--- src/rtl/pipe_hazard_ctrl_pkg.sv ---
// Shared types and constants for the pipeline hazard controller.
// Stage indices here are only defaults; the top module parameters override them.
package pipe_hazard_ctrl_pkg;

    typedef enum logic [1:0] {
        RUN    = 2'd0,
        BUBBLE = 2'd1,
        DRAIN  = 2'd2,
        HALTED = 2'd3
    } hz_state_t;

    localparam int DEF_NSTAGES    = 5;
    localparam int DEF_JMP_STAGE  = 1;
    localparam int DEF_BR_STAGE   = 2;
    localparam int DEF_MEM_STAGE  = 3;
    localparam int DEF_CNT_W      = 32;
    localparam int LU_BUBBLES_MAX = 4;

    // Bits [k-1:0] set: selects every latch younger than stage k.
    function automatic logic [31:0] mask_below(input int k);
        if (k >= 32) begin
            mask_below = 32'hFFFF_FFFF;
        end else if (k <= 0) begin
            mask_below = 32'd0;
        end else begin
            mask_below = (32'd1 << k) - 32'd1;
        end
    endfunction

    function automatic logic [31:0] one_hot(input int k);
        if ((k >= 32) || (k < 0)) begin
            one_hot = 32'd0;
        end else begin
            one_hot = 32'd1 << k;
        end
    endfunction

endpackage

--- src/rtl/pipe_hazard_ctrl_sat_counter.sv ---
// Saturating event counter with synchronous clear; holds at all-ones.
module sat_counter
    import pipe_hazard_ctrl_pkg::*;
#(
    parameter int CNT_W = DEF_CNT_W
)(
    input  logic             clk,
    input  logic             rst_n,
    input  logic             clr,
    input  logic             inc,
    output logic [CNT_W-1:0] count
);

    logic [CNT_W-1:0] count_r;

    // Count events, stopping at the maximum value instead of wrapping.
    always_ff @(posedge clk or negedge rst_n) begin
        if (!rst_n) begin
            count_r <= '0;
        end else if (clr) begin
            count_r <= '0;
        end else if (inc && (count_r != {CNT_W{1'b1}})) begin
            count_r <= count_r + CNT_W'(1);
        end else begin
            count_r <= count_r;
        end
    end

    assign count = count_r;

endmodule

--- src/rtl/pipe_hazard_ctrl.sv ---
// Pipeline stall/flush controller with multi-bubble load-use interlock and halt drain.
// Optional perf counters are built only when PIPE_PERF_EN is defined.
module pipe_hazard_ctrl
    import pipe_hazard_ctrl_pkg::*;
#(
    parameter int NSTAGES    = DEF_NSTAGES,
    parameter int JMP_STAGE  = DEF_JMP_STAGE,
    parameter int BR_STAGE   = DEF_BR_STAGE,
    parameter int MEM_STAGE  = DEF_MEM_STAGE,
    parameter int LU_BUBBLES = 1,
    parameter int CNT_W      = DEF_CNT_W
)(
    input  logic               CLK,
    input  logic               nRST,
    input  logic               ihit,
    input  logic               dhit,
    input  logic               dmem_req,
    input  logic               ld_use,
    input  logic               jmp_taken,
    input  logic               br_taken,
    input  logic               halt_id,
    output logic               pc_we,
    output logic [NSTAGES-2:0] latch_we,
    output logic [NSTAGES-2:0] latch_flush,
    output logic               halted,
    output logic [CNT_W-1:0]   stall_cycles,
    output logic [CNT_W-1:0]   flush_count
);

    localparam int NL = NSTAGES - 1;
    localparam int CW = $clog2(NSTAGES + LU_BUBBLES_MAX + 1);

    localparam logic [31:0] JMP_MASK_W = mask_below(JMP_STAGE);
    localparam logic [31:0] BR_MASK_W  = mask_below(BR_STAGE);
    localparam logic [31:0] MEM_MASK_W = mask_below(MEM_STAGE);
    localparam logic [31:0] JMP_HOT_W  = one_hot(JMP_STAGE);
    localparam logic [31:0] MEM_HOT_W  = one_hot(MEM_STAGE);

    localparam logic [NL-1:0] JMP_MASK = JMP_MASK_W[NL-1:0];
    localparam logic [NL-1:0] BR_MASK  = BR_MASK_W[NL-1:0];
    localparam logic [NL-1:0] MEM_MASK = MEM_MASK_W[NL-1:0];
    localparam logic [NL-1:0] JMP_HOT  = JMP_HOT_W[NL-1:0];
    localparam logic [NL-1:0] MEM_HOT  = MEM_HOT_W[NL-1:0];
    localparam logic [NL-1:0] IF_HOT   = {{(NL-1){1'b0}}, 1'b1};

    localparam logic [CW-1:0] LU_LOAD    = CW'(LU_BUBBLES - 1);
    localparam logic [CW-1:0] DRAIN_LOAD = CW'(NSTAGES - 1 - JMP_STAGE);

    hz_state_t     state_r;
    hz_state_t     nxt_state_s;
    logic [CW-1:0] cnt_r;
    logic [CW-1:0] nxt_cnt_s;
    logic          pc_we_s;
    logic [NL-1:0] we_s;
    logic [NL-1:0] flush_s;
    logic          mem_stall_s;

    assign mem_stall_s = dmem_req && !dhit;

    // Priority decode of hazards into latch controls and the next FSM state.
    always_comb begin
        pc_we_s     = 1'b1;
        we_s        = {NL{1'b1}};
        flush_s     = {NL{1'b0}};
        nxt_state_s = state_r;
        nxt_cnt_s   = cnt_r;
        if (state_r == HALTED) begin
            pc_we_s = 1'b0;
            we_s    = {NL{1'b0}};
        end else if (mem_stall_s) begin
            pc_we_s = 1'b0;
            we_s    = ~MEM_MASK;
            flush_s = MEM_HOT;
        end else if (br_taken) begin
            // Any pending bubble or drain belongs to a younger, now-squashed instruction.
            flush_s     = BR_MASK;
            nxt_state_s = RUN;
            nxt_cnt_s   = {CW{1'b0}};
        end else if (jmp_taken) begin
            flush_s = JMP_MASK;
        end else if ((state_r == RUN) && ld_use) begin
            pc_we_s = 1'b0;
            we_s    = ~JMP_MASK;
            flush_s = JMP_HOT;
            if (LU_BUBBLES > 1) begin
                nxt_state_s = BUBBLE;
                nxt_cnt_s   = LU_LOAD;
            end else begin
                nxt_state_s = RUN;
            end
        end else if (state_r == BUBBLE) begin
            pc_we_s = 1'b0;
            we_s    = ~JMP_MASK;
            flush_s = JMP_HOT;
            if (cnt_r <= CW'(1)) begin
                nxt_state_s = RUN;
                nxt_cnt_s   = {CW{1'b0}};
            end else begin
                nxt_cnt_s = cnt_r - CW'(1);
            end
        end else if ((state_r == RUN) && halt_id) begin
            pc_we_s     = 1'b0;
            flush_s     = IF_HOT;
            nxt_state_s = DRAIN;
            nxt_cnt_s   = DRAIN_LOAD;
        end else if (state_r == DRAIN) begin
            pc_we_s = 1'b0;
            flush_s = IF_HOT;
            if (cnt_r <= CW'(1)) begin
                nxt_state_s = HALTED;
                nxt_cnt_s   = {CW{1'b0}};
            end else begin
                nxt_cnt_s = cnt_r - CW'(1);
            end
        end else if (!ihit) begin
            pc_we_s = 1'b0;
            flush_s = IF_HOT;
        end else begin
            nxt_state_s = state_r;
        end
    end

    // FSM state and bubble/drain countdown.
    always_ff @(posedge CLK or negedge nRST) begin
        if (!nRST) begin
            state_r <= RUN;
            cnt_r   <= {CW{1'b0}};
        end else begin
            state_r <= nxt_state_s;
            cnt_r   <= nxt_cnt_s;
        end
    end

    assign pc_we       = pc_we_s;
    assign latch_we    = we_s;
    assign latch_flush = flush_s;
    assign halted      = (state_r == HALTED);

`ifdef PIPE_PERF_EN
    logic inc_stall_s;
    logic inc_flush_s;

    assign inc_stall_s = !pc_we_s && (state_r != HALTED);
    assign inc_flush_s = (state_r != HALTED) && !mem_stall_s && (br_taken || jmp_taken);

    sat_counter #(.CNT_W(CNT_W)) u_stall_cnt (
        .clk   (CLK),
        .rst_n (nRST),
        .clr   (1'b0),
        .inc   (inc_stall_s),
        .count (stall_cycles)
    );

    sat_counter #(.CNT_W(CNT_W)) u_flush_cnt (
        .clk   (CLK),
        .rst_n (nRST),
        .clr   (1'b0),
        .inc   (inc_flush_s),
        .count (flush_count)
    );
`else
    assign stall_cycles = {CNT_W{1'b0}};
    assign flush_count  = {CNT_W{1'b0}};
`endif

endmodule
--- config.mk ---
export PLATFORM = sky130hd
export DESIGN_NAME = pipe_hazard_ctrl
export DESIGN_NICKNAME = d
export VERILOG_FILES = /design/src/rtl/pipe_hazard_ctrl_pkg.sv /design/src/rtl/pipe_hazard_ctrl_sat_counter.sv /design/src/rtl/pipe_hazard_ctrl.sv
export SDC_FILE = /design/constraint.sdc
export NUM_CORES = 1
export LEC_CHECK = 0
export CAP_MARGIN = 40
export CORE_AREA = 2 2 57 59
export DETAILED_ROUTE_END_ITERATION = 12
export DIE_AREA = 0 0 59 61
export PLACE_DENSITY = 0.92
export REMOVE_ABC_BUFFERS = 1
export SLEW_MARGIN = 5
export SYNTH_ARGS = -nofsm -noshare
export SYNTH_HDL_FRONTEND = slang
export SYNTH_SLANG_ARGS = --single-unit
--- constraint.sdc ---
create_clock -name CLK -period 4.5 [get_ports CLK]
set_input_delay 0.9 -clock CLK [delete_from_list [all_inputs] [get_ports CLK]]
set_output_delay 0.9 -clock CLK [all_outputs]
set_load 0.1 [all_outputs]
==> metrics.yaml <==
synth:
  yosysMostFrequentCell: "buf_4"
  yosys.area_share.simple: 0.133
  yosys-top-cells-area: "buf_4 (48%), dfrtp_1 (15%), nor2_1 (3.3%)"
  yosysUniqueCellTypes: 32
  synth_compound_area_frac: 0.123
  ys_top_cells_by_count: "buf_4 (66), nor2_1 (9), dfrtp_1 (6)"
  ys.flop_type: "dfrtp_1"
  synth_area_leader_cell: "buf_4"
  synth_fa_ha_area_frac: 0.0244
  synth-seq-cells: 6
  synth_edf_count: 0
  syn_area_mm2: 0.00103
  yosys_warnings: 0
  synthMuxAreaShare: 0.0390
  ys_seq_area_frac: 0.146
  synth_top_family_by_area: "buffers and inverters"
  synth_xor_area_frac: 0.00854
  synth_top_area_share: 0.483
  syn_area_per_cell_um2: 7.95
  synth_cells: 129
  synthArstFlopShare: 1.00
worst_hold_path:
  hold_depth: 1
  hold_path.class: "reg -> reg"
job:
  maxCapViolCount: 0
power_and_ir_drop:
  p_int_mw: 0.192
  p_seq_frac: 0.154
  swShare: 0.701
  p_comb_frac: 0.769
  p_per_area_mw_per_mm2: 645
  switchingPower_mw: 0.451
  leakage_nw: 0.547
  power_frac_clock: 0.077
  vdd_drop_max_uv: 140
sta:
  fin_crit_sh: 0.770
  clock_skew_ps: 5.06
  finalSetupViolations: 0
  hold_ws_ps: 476
  period_minus_slack_ps: 3460
  report.final.slew_viol_count: 0
  fmax_mhz: 289
  rsz0062_at_grt: "no"
  timing.setup.tns_ps: 0
  final_hold_viol_count: 0
global_route:
  grt_antenna_before_repair: 0
  grt_max_degree: 12
  grt_pass1_wl_um: 2390
  track_usage: 0.0909
  grt_pass1_vias: 541
  overflow: 0
clock_tree:
  cts_buffers: 3
  cts.clk_slew.worst_paths_ps: 40
  worstSkewPairLatency_ps: 250
  root_buffer: "clkbuf_4"
  cts_sinks: 6
  cts_resized: 0
  cts_htree_levels: 1
  cts_buffer_depth: 2
  tritoncts: "built"
  holdBufCountCts: 0
  post-cts-setup-buffers: 0
routing:
  viasPerCell: 3.90
  via_count: 698
  antenna_left: 0
  drc: 0
  firstDrtPassIters: 4
  drtIter0Drc: 32
  routed_wl_um: 1720
  wl_per_cell_um: 9.59
placed_design:
  port_buffers: 17
  post-dp-hpwl_um: 1440
  dp.cells: 176
  place.gp.congestion: 0.875
critical_path:
  cpMaxStageDelayCell: "clkdlybuf4s50_1"
  r2r_cells: 6
  crit_arrival_ps: 2560
  crit_path_max_fanout: 11
  cpPeakStageDelay_ps: 730
  critPathRequiredTime_ps: 3600
  critPathLaunchType: "input port"
  crit_chain: "clkdlybuf4s50_1 > nor2_1 > o22ai_1 > nand2_1 > a21oi_1 > buf_4"
  cp-end-kind: "output pin"
  path_class: "in -> out"
final_layout:
  layout.cells.non_filler: 179
  antenna_cells: 0
  drive_above_1_share: 0.123
  layout.nets: 159
  area_growth_syn_to_layout_pct: -2.93
  utilization: 0.337
  multi_input_area_um2: 581
  fill_cells: 308
  register_area_um2: 150
floorplanning:
  start_util: 0.347
  fp.dieW_um: 59
  die_area_mm2: 0.00360
  io_pins: 83
  coreArea_mm2: 0.00295
  row_count: 20
  die_h_um: 61
outcome:
  status: "finished, final reports clean"
[layer usage]
layer / vias up / track usage / wire, µm
li1: 323 / - / -
met1: 322 / 0.0887 / 565
met5: - / 0 / 0
met2: 49 / 0.170 / 980
met4: 0 / 0.0649 / 38
met3: 4 / 0.0192 / 132
[through the flow]
stage	area [µm²]	total power, mW	setup slack [ps]
after floorplan	749	0.526	654
after global placement	943	0.576	1160
after detailed placement	973	0.590	1060
after CTS	996	0.641	1060
after global routing	996	0.671	911
final	996	0.643	1040
[registers in the layout, indices dropped and copies added, names as in the netlist]
name,count
cnt_r,4
state_r,2
[kinds of logic (layout without fill, tap and decap cells)]
logic type	Yosys count	count (layout)
simple gates	25	25
compound gates	17	17
other cells	1	65
flops	6	6
fa+ha+maj	2	2
buf+inv	74	27
mux	3	3
xor+xnor	1	1
[area by class of cell]
type,instances,area share
clock buffer,3,0.0226
inverter,5,0.0188
multi-input combinational,113,0.583
sequential,6,0.151
timing repair buffer,19,0.183
tap,33,0.0415
[critical path: cells and delay by family]
kind                   cells  cell delay, ps
buffers and inverters      2            1030
AO/OA/AOI/OAI              2             370
AND/OR/NAND/NOR            2             260
[worst paths after layout]
path,to,slack (ps),start
hold reg to reg,cnt_r[3],480,cnt_r[3]
setup / recovery,pc_we,1040,br_taken
hold / removal,cnt_r[3],480,cnt_r[3]
max in group asynchronous,cnt_r[3],3390,nRST
min in group asynchronous,cnt_r[0],890,nRST
setup reg to reg,cnt_r[2],2840,cnt_r[0]
[cell usage in the layout (no fill, tap or decap), drive strengths merged, types with 2 or more instances in the layout]
cell type,synthesis,routed
a21oi,4,4
a31oi,3,3
buf,69,9
clkbuf,0,3
clkdlybuf4s50,0,10
conb,1,65
dfrtp,6,6
ha,2,2
inv,5,5
mux2,2,2
nand2,3,3
nand2b,2,2
nor2,10,10
nor2b,2,2
o21ai,3,3
o22ai,3,3
[power by group through the flow]
stage | Combinational, mW | Sequential [mW] | Clock, mW
floorplan | 0.434 | 0.0920 | 0
global placement | 0.477 | 0.0985 | 0
detailed placement | 0.491 | 0.0996 | 0
CTS | 0.492 | 0.0986 | 0.0499
global route | 0.516 | 0.102 | 0.0527
finish | 0.494 | 0.0989 | 0.0496
Power figures use the tool's default switching activity.
